[src/rtl/port_mux_arb.sv]
// port_mux_arb
// Merges NPORT receive (descriptor FIFO, data FIFO) pairs into a single
// output byte stream plus descriptor stream. One whole frame is moved per
// grant: pop the descriptor, stream its L bytes, then write the descriptor
// with bits [15:12] replaced by the source port number.
// Port selection is round-robin. Defining the macro WRR_EN turns it into
// weighted round-robin: a port may keep the grant for up to weight+1
// consecutive frames.
// Zero-length descriptors are popped and dropped and counted in drop_cnt.
module port_mux_arb #(
    parameter int NPORT = 4,
    parameter int DW    = 8,
    parameter int PTRW  = 16
) (
    input  logic                  clk,
    input  logic                  rst,
    input  logic [NPORT-1:0]      rx_ptr_fifo_empty,
    output logic [NPORT-1:0]      rx_ptr_fifo_rd,
    input  logic [NPORT*PTRW-1:0] rx_ptr_fifo_dout,
    output logic [NPORT-1:0]      rx_data_fifo_rd,
    input  logic [NPORT*DW-1:0]   rx_data_fifo_dout,
    input  logic                  out_afull,
    output logic [DW-1:0]         data_out,
    output logic                  data_wr,
    output logic [PTRW-1:0]       ptr_out,
    output logic                  ptr_wr,
    input  logic [NPORT*4-1:0]    weight,
    output logic [15:0]           drop_cnt
);

    localparam logic [2:0] S_IDLE   = 3'd0;
    localparam logic [2:0] S_RD_PTR = 3'd1;
    localparam logic [2:0] S_LATCH  = 3'd2;
    localparam logic [2:0] S_XFER   = 3'd3;
    localparam logic [2:0] S_FLUSH  = 3'd4;
    localparam logic [2:0] S_DONE   = 3'd5;

    localparam logic [3:0] LAST_PORT = 4'(NPORT - 1);

    logic [2:0]      state_r;
    logic [2:0]      next_state_s;
    logic [3:0]      grant_r;
    logic [3:0]      last_grant_r;
    logic [11:0]     cnt_r;
    logic [PTRW-1:0] desc_r;
    logic [15:0]     req_s;
    logic [3:0]      pick_s;
    logic            pick_valid_s;
    logic [PTRW-1:0] desc_sel_s;
    logic [DW-1:0]   data_sel_s;
    logic [11:0]     len_s;

`ifdef WRR_EN
    logic [3:0]      credit_r;
    logic [3:0]      weight_sel_s;
`else
    logic            unused_weight;
    assign unused_weight = ^weight;
`endif

    // One-hot strobe vector for a port index.
    function automatic logic [NPORT-1:0] port_onehot(input logic [3:0] idx);
        logic [NPORT-1:0] v;
        v = '0;
        for (int i = 0; i < NPORT; i++) begin
            if (idx == i[3:0]) begin
                v[i] = 1'b1;
            end else begin
                v[i] = 1'b0;
            end
        end
        return v;
    endfunction

    // Outgoing descriptor: captured descriptor with the source port in [15:12].
    function automatic logic [PTRW-1:0] ptr_fmt(input logic [PTRW-1:0] desc,
                                                 input logic [3:0]      port);
        logic [PTRW-1:0] p;
        p        = desc;
        p[15:12] = port;
        return p;
    endfunction

    // Request vector widened to 16 bits so any 4-bit port index is in range.
    always_comb begin
        req_s              = 16'h0000;
        req_s[NPORT-1:0]   = ~rx_ptr_fifo_empty;
    end

    // Circular search from last_grant+1; the first requesting port wins.
    always_comb begin : rr_pick
        int         idx;
        logic [3:0] cand;
        pick_s       = last_grant_r;
        pick_valid_s = 1'b0;
        for (int off = 1; off <= NPORT; off++) begin
            idx = int'(last_grant_r) + off;
            if (idx >= NPORT) begin
                idx = idx - NPORT;
            end else begin
                idx = idx;
            end
            cand = idx[3:0];
            if (!pick_valid_s && req_s[cand]) begin
                pick_s       = cand;
                pick_valid_s = 1'b1;
            end else begin
                pick_valid_s = pick_valid_s;
            end
        end
    end

    // Select the granted port's descriptor, data byte and weight.
    always_comb begin
        desc_sel_s = '0;
        data_sel_s = '0;
`ifdef WRR_EN
        weight_sel_s = 4'd0;
`endif
        for (int i = 0; i < NPORT; i++) begin
            if (grant_r == i[3:0]) begin
                desc_sel_s = rx_ptr_fifo_dout[i*PTRW +: PTRW];
                data_sel_s = rx_data_fifo_dout[i*DW +: DW];
`ifdef WRR_EN
                weight_sel_s = weight[i*4 +: 4];
`endif
            end else begin
                desc_sel_s = desc_sel_s;
            end
        end
    end

    assign len_s = desc_sel_s[11:0];

    // Next-state logic; out_afull only gates the start of a new frame.
    always_comb begin
        next_state_s = state_r;
        case (state_r)
            S_IDLE: begin
                if (pick_valid_s && !out_afull) begin
                    next_state_s = S_RD_PTR;
                end else begin
                    next_state_s = S_IDLE;
                end
            end
            S_RD_PTR: next_state_s = S_LATCH;
            S_LATCH: begin
                if (len_s == 12'd0) begin
                    next_state_s = S_IDLE;
                end else begin
                    next_state_s = S_XFER;
                end
            end
            S_XFER: begin
                if (cnt_r == 12'd1) begin
                    next_state_s = S_FLUSH;
                end else begin
                    next_state_s = S_XFER;
                end
            end
            S_FLUSH: next_state_s = S_DONE;
            S_DONE:  next_state_s = S_IDLE;
            default: next_state_s = S_IDLE;
        endcase
    end

    // State register and grant capture at the IDLE decision point.
    always_ff @(posedge clk) begin
        if (rst) begin
            state_r <= S_IDLE;
            grant_r <= 4'd0;
        end else begin
            state_r <= next_state_s;
            if (state_r == S_IDLE) begin
                grant_r <= pick_s;
            end else begin
                grant_r <= grant_r;
            end
        end
    end

    // Registered FIFO pops and output write strobes, aligned to the state they belong to.
    always_ff @(posedge clk) begin
        if (rst) begin
            rx_ptr_fifo_rd  <= '0;
            rx_data_fifo_rd <= '0;
            data_wr         <= 1'b0;
            ptr_wr          <= 1'b0;
        end else begin
            rx_ptr_fifo_rd  <= (state_r == S_IDLE && next_state_s == S_RD_PTR) ?
                               port_onehot(pick_s) : '0;
            rx_data_fifo_rd <= (next_state_s == S_XFER) ? port_onehot(grant_r) : '0;
            data_wr         <= |rx_data_fifo_rd;
            ptr_wr          <= (next_state_s == S_DONE);
        end
    end

    // Descriptor capture, byte down-counter and outgoing descriptor register.
    always_ff @(posedge clk) begin
        if (rst) begin
            desc_r  <= '0;
            cnt_r   <= 12'd0;
            ptr_out <= '0;
        end else begin
            if (state_r == S_LATCH) begin
                desc_r <= desc_sel_s;
                cnt_r  <= len_s;
            end else if (state_r == S_XFER) begin
                cnt_r  <= cnt_r - 12'd1;
            end else begin
                cnt_r  <= cnt_r;
            end
            if (next_state_s == S_DONE) begin
                ptr_out <= ptr_fmt(desc_r, grant_r);
            end else begin
                ptr_out <= ptr_out;
            end
        end
    end

    // Arbitration history, WRR credit and saturating drop counter.
    always_ff @(posedge clk) begin
        if (rst) begin
            last_grant_r <= LAST_PORT;
            drop_cnt     <= 16'h0000;
`ifdef WRR_EN
            credit_r     <= 4'd0;
`endif
        end else if (state_r == S_LATCH && len_s == 12'd0) begin
            last_grant_r <= grant_r;
            if (drop_cnt != 16'hFFFF) begin
                drop_cnt <= drop_cnt + 16'd1;
            end else begin
                drop_cnt <= drop_cnt;
            end
`ifdef WRR_EN
            credit_r     <= 4'd0;
`endif
        end else if (state_r == S_DONE) begin
`ifdef WRR_EN
            // Staying on the same port: point the search just before it.
            if (credit_r < weight_sel_s && req_s[grant_r]) begin
                credit_r     <= credit_r + 4'd1;
                last_grant_r <= (grant_r == 4'd0) ? LAST_PORT : grant_r - 4'd1;
            end else begin
                credit_r     <= 4'd0;
                last_grant_r <= grant_r;
            end
`else
            last_grant_r <= grant_r;
`endif
        end else begin
            last_grant_r <= last_grant_r;
        end
    end

    // Byte lane follows the data FIFO output of the granted port while writing.
    always_comb begin
        if (data_wr) begin
            data_out = data_sel_s;
        end else begin
            data_out = '0;
        end
    end

endmodule

[config.mk]
export PLATFORM = sky130hd
export DESIGN_NAME = port_mux_arb
export DESIGN_NICKNAME = d
export VERILOG_FILES = /design/src/rtl/port_mux_arb.sv
export SDC_FILE = /design/constraint.sdc
export NUM_CORES = 1
export LEC_CHECK = 0
export CAP_MARGIN = 15
export CORE_MARGIN = 3
export CORE_UTILIZATION = 37
export CTS_CLUSTER_DIAMETER = 30
export DETAILED_ROUTE_END_ITERATION = 10
export GPL_ROUTABILITY_DRIVEN = 0
export PLACE_DENSITY = 0.65
export SYNTH_ARGS = -nofsm -noshare
export SYNTH_HDL_FRONTEND = slang
export SYNTH_SLANG_ARGS = --single-unit
[constraint.sdc]
create_clock -name clk -period 4 [get_ports clk]
set_input_delay 0.8 -clock clk [delete_from_list [all_inputs] [get_ports clk]]
set_output_delay 0.8 -clock clk [all_outputs]
set_load 0.03 [all_outputs]
==> impl_results.html, run 1 <==
<table>
<tr><th>Metric</th><th>Value</th></tr>
<tr><th colspan="2">Run status</th></tr>
<tr><td>Status</td><td>completed</td></tr>
<tr><th colspan="2">Drt</th></tr>
<tr><td>Post-Route WL</td><td>13.4 mm</td></tr>
<tr><td>Post-detailed-route via-to-cell ratio</td><td>5.35</td></tr>
<tr><td>Number of iterations in the first detailed-routing pass</td><td>4</td></tr>
<tr><td>Total number of vias</td><td>4,582</td></tr>
<tr><td>Post-route antenna net violation count</td><td>0</td></tr>
<tr><td>Detail-routed net length per standard cell</td><td>15.7 um</td></tr>
<tr><td>Starting DRT DRC Count</td><td>185</td></tr>
<tr><td>Remaining routing DRC violations</td><td>0</td></tr>
<tr><th colspan="2">Timing</th></tr>
<tr><td>Total negative setup slack</td><td>0 ns</td></tr>
<tr><td>Final critical path time including I/O delays and setup</td><td>3.36 ns</td></tr>
<tr><td>Count of endpoints failing setup in the final report</td><td>0</td></tr>
<tr><td>Worst hold margin</td><td>0.453 ns</td></tr>
<tr><td>Period utilization</td><td>0.839</td></tr>
<tr><td>Fin Clk Skew</td><td>0.00808 ns</td></tr>
<tr><td>Hold violation count in the final report</td><td>0</td></tr>
<tr><td>Worst-case headroom to the max-slew limit</td><td>0.403</td></tr>
<tr><td>Max Slew Vio Count</td><td>0</td></tr>
<tr><td>Worst Max-Slew Pin Slew</td><td>0.896 ns</td></tr>
<tr><td>Achievable frequency</td><td>298 MHz</td></tr>
<tr><td>Worst-case setup margin in the final layout</td><td>0.644 ns</td></tr>
<tr><td>RSZ-0062 raised after global routing</td><td>no</td></tr>
<tr><th colspan="2">Synth</th></tr>
<tr><td>Warnings, synthesis</td><td>0</td></tr>
<tr><td>Instance count of the mapped netlist</td><td>567</td></tr>
<tr><td>Count of state elements after synthesis</td><td>77</td></tr>
<tr><td>Netlist Area Pre-Place</td><td>4590 sq um</td></tr>
<tr><td>Mapped Nets</td><td>703</td></tr>
<tr><td>Count of flip-flops with a built-in enable after synthesis</td><td>0</td></tr>
<tr><td>Area fraction of the dominant cell type after synthesis</td><td>0.336</td></tr>
<tr><td>Cell types with the largest area share after synthesis</td><td>sky130_fd_sc_hd__dfxtp_1, sky130_fd_sc_hd__nand2_1, sky130_fd_sc_hd__a21oi_1, sky130_fd_sc_hd__mux4_2, sky130_fd_sc_hd__ha_1</td></tr>
<tr><td>Most frequently used flop master after synthesis</td><td>sky130_fd_sc_hd__dfxtp_1</td></tr>
<tr><td>Largest area contributor in the synthesized netlist</td><td>sky130_fd_sc_hd__dfxtp_1</td></tr>
<tr><td>Fraction of the yosys area taken by sequential cells</td><td>0.336</td></tr>
<tr><td>Async S/R FF share, synth</td><td>0</td></tr>
<tr><td>Post-Synthesis Mean Instance Area</td><td>8.10 sq um</td></tr>
<tr><td>Unique cell type count in the Yosys netlist</td><td>60</td></tr>
<tr><th colspan="2">Cells and area</th></tr>
<tr><td>Most frequent cells in the layout</td><td>sky130_fd_sc_hd__clkdlybuf4s50_1, sky130_fd_sc_hd__nand2_1, sky130_fd_sc_hd__dfxtp_1</td></tr>
<tr><td>Post-route core utilization</td><td>0.531</td></tr>
<tr><td>Diodes inserted</td><td>0</td></tr>
<tr><td>Layout cells sized above 1</td><td>0.0640</td></tr>
<tr><td>Post-layout instance count excluding filler cells</td><td>856</td></tr>
<tr><td>Synth-to-Final Area Change</td><td>39.4%</td></tr>
<tr><td>Most common cell after layout, fill and taps aside</td><td>sky130_fd_sc_hd__clkdlybuf4s50_1</td></tr>
<tr><td>Cell area after layout</td><td>6400 sq um</td></tr>
<tr><td>Post-layout nets</td><td>819</td></tr>
<tr><th colspan="2">CTS</th></tr>
<tr><td>Number of clock buffers inserted by TritonCTS</td><td>9</td></tr>
<tr><td>Deepest clock path buffer count</td><td>2</td></tr>
<tr><td>Setup Fix Bufs, Post-CTS</td><td>0</td></tr>
<tr><td>Number of gates given a new drive strength after cts</td><td>0</td></tr>
<tr><td>Clock latency on the worst-skew pair</td><td>0.34 ns</td></tr>
<tr><td>CTS clk-pin slew, worst paths</td><td>0.06 ns</td></tr>
<tr><td>Sink count of the clock tree</td><td>77</td></tr>
<tr><td>Hold-fix buffer count after cts</td><td>0</td></tr>
<tr><td>CTS tree</td><td>done</td></tr>
<tr><td>H-tree levels</td><td>3</td></tr>
<tr><td>Library cell used as clock root buffer</td><td>sky130_fd_sc_hd__clkbuf_16</td></tr>
<tr><th colspan="2">Placed design</th></tr>
<tr><td>Placed Cells incl. Taps</td><td>840</td></tr>
<tr><td>Post-placement setup slack</td><td>0.405 ns</td></tr>
<tr><td>Post-detailed-placement half-perimeter wirelength</td><td>10.2 mm</td></tr>
<tr><td>Total cell area at the placement stage</td><td>6090 sq um</td></tr>
<tr><td>Input/output buffers</td><td>136</td></tr>
<tr><th colspan="2">Critical path</th></tr>
<tr><td>Data arrival at the endpoint of the critical path</td><td>2.56 ns</td></tr>
<tr><td>Setup crit end kind</td><td>output port</td></tr>
<tr><td>Start-to-end type of the worst setup path</td><td>input pin to output port</td></tr>
<tr><td>Required time at the worst-slack endpoint</td><td>3.20 ns</td></tr>
<tr><td>Maximum net fanout on the critical path</td><td>1</td></tr>
<tr><td>Startpoint types</td><td>input pin</td></tr>
<tr><th colspan="2">Global routing</th></tr>
<tr><td>Pin count of the biggest net entering global routing</td><td>68</td></tr>
<tr><td>Final global-route overflow total</td><td>0</td></tr>
<tr><td>Global-route wire length before repair</td><td>21.4 mm</td></tr>
<tr><td>Antenna violations before repair</td><td>0</td></tr>
<tr><td>Total global-route track usage</td><td>0.190</td></tr>
<tr><td>Via count of the first global-routing pass</td><td>4,415</td></tr>
<tr><th colspan="2">Worst hold path</th></tr>
<tr><td>Hold Crit Class</td><td>flop to flop</td></tr>
<tr><th colspan="2">Die</th></tr>
<tr><td>Number of cell rows</td><td>40</td></tr>
<tr><td>Initial core utilization</td><td>0.381</td></tr>
<tr><td>Ports placed on the boundary</td><td>169</td></tr>
<tr><td>Area of the placeable core</td><td>12,100 sq um</td></tr>
<tr><td>Die outline area</td><td>13,800 sq um</td></tr>
<tr><td>Die boundary height</td><td>117 um</td></tr>
<tr><td>Die Wd</td><td>117 um</td></tr>
<tr><th colspan="2">Power and ir drop</th></tr>
<tr><td>Worst vdd rail ir drop</td><td>0.223 mV</td></tr>
<tr><td>Leakage power</td><td>2.31 nW</td></tr>
<tr><td>Power per unit of standard cell area</td><td>372 nW/um^2</td></tr>
<tr><td>Final Total Pwr</td><td>2.38 mW</td></tr>
<tr><th colspan="2">Run</th></tr>
<tr><td>Max-capacitance violation count</td><td>0</td></tr>
</table>
where the power goes:
part / switching (mW) / total (mW) / internal [mW]
combinational: 0.337 / 0.623 / 0.287
sequential: 0.0690 / 0.888 / 0.819
clock: 0.322 / 0.868 / 0.546
synth_stat cells (13+ instances only):
master,number
sky130_fd_sc_hd__nor2b_1,19
sky130_fd_sc_hd__a21oi_1,49
sky130_fd_sc_hd__clkbuf_1,26
sky130_fd_sc_hd__nor2_1,43
sky130_fd_sc_hd__dfxtp_1,77
sky130_fd_sc_hd__nand2_1,79
sky130_fd_sc_hd__nor3_1,15
sky130_fd_sc_hd__mux2i_1,18
sky130_fd_sc_hd__ha_1,17
sky130_fd_sc_hd__o21ai_0,18
sky130_fd_sc_hd__nand3_1,19
sky130_fd_sc_hd__inv_1,13
sky130_fd_sc_hd__a211oi_1,26
layer usage:
layer	up-vias	global-route usage	routed length (um)
met5	-	0	0
met4	0	0.0696	265
met2	120	0.330	6480
met1	2176	0.228	5850
met3	18	0.0463	847
li1	2268	-	-
sequential cells by signal (all words and copies together) (netlist names):
name and count:
cnt_r 12, data_wr 1, desc_r 12, drop_cnt 16
grant_r 4, last_grant_r 4, ptr_out 16, ptr_wr 1
rx_data_fifo_rd 4, rx_ptr_fifo_rd 4, state_r 3
worst max-delay path: stages:
cell and delay, ns:
sky130_fd_sc_hd__clkdlybuf4s50_1 0.45, sky130_fd_sc_hd__nor2b_1 0.13, sky130_fd_sc_hd__a211oi_1 0.06, sky130_fd_sc_hd__a211oi_1 0.37, sky130_fd_sc_hd__clkdlybuf4s50_1 0.75
logic make-up after synthesis:
family	share of synthesized area
adders and majority gates	0.0463
DFF	0.336
xor gates and xnor gates	0.0343
and+or+nand+nor	0.255
muxes	0.0907
buffers and inverters	0.0444
AOI/OAI and AO/OA	0.193
path summary, 6_finish.rpt:
path	startpoint	to	slack, ns	cells past startpoint
max	rx_data_fifo_dout[0]	data_out[0]	0.64	5
min reg2reg	ptr_out[0]$_SDFFE_PP0P_	ptr_out[0]$_SDFFE_PP0P_	0.45	2
max reg2reg	grant_r[1]$_SDFFE_PP0N_	drop_cnt[12]$_SDFFE_PP0P_	0.75	7
min	ptr_out[0]$_SDFFE_PP0P_	ptr_out[0]$_SDFFE_PP0P_	0.45	2
layout make-up:
| cell class | instances | area, sq um |
|---|---|---|
| clock buffer | 10 | 229 |
| clock inverter | 6 | 86.3 |
| fill | 1129 | 5660 |
| inverter | 13 | 48.8 |
| multi-input combinational | 437 | 2850 |
| sequential | 77 | 1540 |
| tap | 168 | 210 |
| timing repair buffer | 145 | 1440 |
No activity file was read; power rests on OpenSTA's default activity.
==> run 2: changes to the inputs <==
--- a/config.mk
+++ b/config.mk
@@ -11,7 +11,7 @@
 export CTS_CLUSTER_DIAMETER = 30
 export DETAILED_ROUTE_END_ITERATION = 10
 export GPL_ROUTABILITY_DRIVEN = 0
-export PLACE_DENSITY = 0.65
+export PLACE_DENSITY = 0.67
 export SYNTH_ARGS = -nofsm -noshare
 export SYNTH_HDL_FRONTEND = slang
 export SYNTH_SLANG_ARGS = --single-unit
==> constraint.sdc (replaced) <==
create_clock -name clk -period 2.71 [get_ports clk]
set_input_delay 0.542 -clock clk [delete_from_list [all_inputs] [get_ports clk]]
set_output_delay 0.542 -clock clk [all_outputs]
set_load 0.03 [all_outputs]
==> run 2 against run 1 <==
Routed wire length up 3.2%. First-iteration DRC count up 110%. Clock skew about the same. Clock power up 42%. Clock-buffer cell count down 1. Cell count up 4.9%. Critical path type is now flop to flop.
==> impl_results.html, run 2 (same netlist as run 1, synthesis figures left out) <==
<table>
<tr><th>Metric</th><th>Value</th></tr>
<tr><th colspan="2">Drt</th></tr>
<tr><td>Post-route antenna net violation count</td><td>0 (unchanged)</td></tr>
<tr><td>Post-Route WL</td><td>13.9 mm (+3.2%)</td></tr>
<tr><td>Total number of vias</td><td>4,753 (+3.7%)</td></tr>
<tr><td>Detail-routed net length per standard cell</td><td>15.5 um (-1.7%)</td></tr>
<tr><td>Post-detailed-route via-to-cell ratio</td><td>5.29 (-1.1%)</td></tr>
<tr><td>Starting DRT DRC Count</td><td>393 (+110%)</td></tr>
<tr><td>Remaining routing DRC violations</td><td>0 (unchanged)</td></tr>
<tr><td>Number of iterations in the first detailed-routing pass</td><td>4 (unchanged)</td></tr>
<tr><th colspan="2">Critical path</th></tr>
<tr><td>Required time at the worst-slack endpoint</td><td>2.96 ns (-0.24 ns)</td></tr>
<tr><td>Maximum net fanout on the critical path</td><td>6 (+5)</td></tr>
<tr><td>Start-to-end type of the worst setup path</td><td>flop to flop</td></tr>
<tr><td>Startpoint types</td><td>flop</td></tr>
<tr><td>Crit path largest cell delay</td><td>0.39 ns (-0.36 ns)</td></tr>
<tr><td>Data arrival at the endpoint of the critical path</td><td>2.87 ns (+0.31 ns)</td></tr>
<tr><td>Crit path top cell by count</td><td>sky130_fd_sc_hd__inv_2</td></tr>
<tr><td>Setup crit end kind</td><td>flop</td></tr>
<tr><td>Crit-path slowest cell</td><td>sky130_fd_sc_hd__dfxtp_4</td></tr>
<tr><td>Cell chain of the critical path</td><td>inv_2, buf_4, ha_2, xnor2_2, ha_4, inv_2, a22oi_2, a211oi_4, nand2_1, or3_4, a31o_2, a21oi_1</td></tr>
<tr><td>Worst path buffer plus inverter count</td><td>3 (+1)</td></tr>
<tr><td>Dominant delay contributor by cell family on the critical path</td><td>compound AO/OA/AOI/OAI gates</td></tr>
<tr><th colspan="2">Placed design</th></tr>
<tr><td>Post-placement setup slack</td><td>-0.521 ns (-0.925 ns)</td></tr>
<tr><td>Input/output buffers</td><td>136 (unchanged)</td></tr>
<tr><td>Post-detailed-placement half-perimeter wirelength</td><td>10.6 mm (+4.2%)</td></tr>
<tr><th colspan="2">Run status</th></tr>
<tr><td>Status</td><td>completed</td></tr>
<tr><th colspan="2">CTS</th></tr>
<tr><td>Library cell used as clock root buffer</td><td>sky130_fd_sc_hd__clkbuf_16</td></tr>
<tr><td>H-tree levels</td><td>3 (unchanged)</td></tr>
<tr><td>Sink count of the clock tree</td><td>77 (unchanged)</td></tr>
<tr><td>CTS clk-pin slew, worst paths</td><td>0.06 ns (about the same)</td></tr>
<tr><td>Deepest clock path buffer count</td><td>2 (unchanged)</td></tr>
<tr><td>Number of clock buffers inserted by TritonCTS</td><td>9 (unchanged)</td></tr>
<tr><td>CTS tree</td><td>done</td></tr>
<tr><td>Clock latency on the worst-skew pair</td><td>0.33 ns (about the same)</td></tr>
<tr><th colspan="2">Timing</th></tr>
<tr><td>Period utilization</td><td>0.969</td></tr>
<tr><td>Worst-case headroom to the max-slew limit</td><td>0.436 (+0.0330)</td></tr>
<tr><td>Hold violation count in the final report</td><td>0 (unchanged)</td></tr>
<tr><td>Worst-case setup margin in the final layout</td><td>0.0835 ns (-0.561 ns)</td></tr>
<tr><td>Final critical path time including I/O delays and setup</td><td>2.63 ns</td></tr>
<tr><td>Count of endpoints failing setup in the final report</td><td>0 (unchanged)</td></tr>
<tr><td>Worst Max-Slew Pin Slew</td><td>0.825 ns (-0.0708 ns)</td></tr>
<tr><td>Fin Clk Skew</td><td>0.00759 ns (-0.000486 ns)</td></tr>
<tr><td>Achievable frequency</td><td>381 MHz</td></tr>
<tr><td>Max Slew Vio Count</td><td>0 (unchanged)</td></tr>
<tr><td>Total negative setup slack</td><td>0 ns (unchanged)</td></tr>
<tr><td>Worst hold margin</td><td>0.454 ns (+0.00167 ns)</td></tr>
<tr><th colspan="2">Cells and area</th></tr>
<tr><td>Diodes inserted</td><td>0 (unchanged)</td></tr>
<tr><td>Largest registers</td><td>drop_cnt (16), ptr_out (16)</td></tr>
<tr><td>Post-layout nets</td><td>861 (+5.1%)</td></tr>
<tr><td>Most frequent cells in the layout</td><td>sky130_fd_sc_hd__clkdlybuf4s50_1, sky130_fd_sc_hd__nand2_1, sky130_fd_sc_hd__dfxtp_1</td></tr>
<tr><td>Synth-to-Final Area Change</td><td>52.2%</td></tr>
<tr><td>Most common cell after layout, fill and taps aside</td><td>sky130_fd_sc_hd__clkdlybuf4s50_1</td></tr>
<tr><td>Layout cells sized above 1</td><td>0.193 (+0.129)</td></tr>
<tr><th colspan="2">Die</th></tr>
<tr><td>Ports placed on the boundary</td><td>169 (unchanged)</td></tr>
<tr><td>Die outline area</td><td>13,800 sq um (unchanged)</td></tr>
<tr><td>Area of the placeable core</td><td>12,100 sq um (unchanged)</td></tr>
<tr><td>Die boundary height</td><td>117 um (unchanged)</td></tr>
<tr><td>Die Wd</td><td>117 um (unchanged)</td></tr>
<tr><td>Number of cell rows</td><td>40 (unchanged)</td></tr>
<tr><td>Initial core utilization</td><td>0.381 (unchanged)</td></tr>
<tr><th colspan="2">Global routing</th></tr>
<tr><td>Final global-route overflow total</td><td>0 (unchanged)</td></tr>
<tr><td>Antenna violations before repair</td><td>0 (unchanged)</td></tr>
<tr><td>Total global-route track usage</td><td>0.192 (+0.00201)</td></tr>
<tr><td>Global-route wire length before repair</td><td>22.2 mm (+3.7%)</td></tr>
<tr><td>Via count of the first global-routing pass</td><td>4,613 (+4.5%)</td></tr>
<tr><td>Pin count of the biggest net entering global routing</td><td>66 (-2.9%)</td></tr>
<tr><th colspan="2">Power and ir drop</th></tr>
<tr><td>Worst vdd rail ir drop</td><td>0.326 mV (+46%)</td></tr>
<tr><td>Power per unit of standard cell area</td><td>513 nW/um^2 (+38%)</td></tr>
<tr><td>Leakage power</td><td>2.60 nW (+13%)</td></tr>
<tr><th colspan="2">Worst hold path</th></tr>
<tr><td>Hold Crit Class</td><td>flop to flop</td></tr>
<tr><th colspan="2">Run</th></tr>
<tr><td>Max-capacitance violation count</td><td>0 (unchanged)</td></tr>
</table>
-- run 2: cell types whose count changed in the layout (fill, tap and decap cells not counted), sizes merged, moves of 2 or more --
cell           previous run  this run
dlymetal6s2s              0         2
buf                      10        60
clkdlybuf4s50           135       107
dlygate4sd2               0        14
clkdlybuf4s15             0         3
inv                      14        16
-- run 2: final cells by class --
cell class,count,area (sq um)
Inverter,13,48.8
Multi-Input combinational cell,437,3130
Tap cell,168,210
Clock buffer,9,225
Timing Repair Buffer,187,1740
Fill cell,1095,5070
Clock inverter,7,82.6
Sequential cell,77,1550
-- run 2: repair_timing --
action / in CTS / in global routing
resized for setup: 30 / 39
hold buffers: 0 / 0
endpoints found under the setup margin: 21 / 20
pin swaps: 11 / 14
setup buffers: 5 / 3
-- run 2: worst paths after layout --
check / startpoint / to / slack (ns) / cells after the start
setup / recovery: last_grant_r[1]$_SDFFE_PP1P_ / grant_r[1]$_SDFFE_PP0N_ / 0.08 / 12
hold / removal: ptr_out[2]$_SDFFE_PP0P_ / ptr_out[2]$_SDFFE_PP0P_ / 0.45 / 2
setup reg to reg: last_grant_r[1]$_SDFFE_PP1P_ / grant_r[1]$_SDFFE_PP0N_ / 0.08 / 12
hold reg to reg: ptr_out[2]$_SDFFE_PP0P_ / ptr_out[2]$_SDFFE_PP0P_ / 0.45 / 2
-- run 2: layer usage --
layer	vias to the layer above	wire length [um]	track usage
met2	192	6400	0.308
met4	0	182	0.0543
met3	16	1120	0.0506
met1	2205	6170	0.256
li1	2340	-	-
met5	-	0	0
-- run 2: stage by stage --
stage / utilization / instance area (sq um) / std cells / power (mW)
global placement: 0.532 / 6420 / 874 / 2.32
floorplan: - / 4670 / 567 / 1.94
CTS: 0.564 / 6810 / 895 / 3.59
global route: 0.580 / 6990 / 898 / 3.78
detailed placement: 0.532 / 6420 / 874 / 2.34
finish: 0.580 / 6990 / 898 / 3.59
-- run 2: worst register-to-register path, stage by stage (launching register included) --
cell                       delay (ns)
sky130_fd_sc_hd__dfxtp_4         0.39
sky130_fd_sc_hd__inv_2           0.05
sky130_fd_sc_hd__buf_4           0.16
sky130_fd_sc_hd__ha_2            0.20
sky130_fd_sc_hd__xnor2_2         0.24
sky130_fd_sc_hd__ha_4            0.25
sky130_fd_sc_hd__inv_2           0.06
sky130_fd_sc_hd__a22oi_2         0.08
sky130_fd_sc_hd__a211oi_4        0.33
sky130_fd_sc_hd__nand2_1         0.10
sky130_fd_sc_hd__or3_4           0.35
sky130_fd_sc_hd__a31o_2          0.21
sky130_fd_sc_hd__a21oi_1         0.13
-- run 2: power by group --
part | switching (mW) | internal (mW)
Sequential | 0.0778 | 1.21
Combinational | 0.568 | 0.506
Clock | 0.503 | 0.728
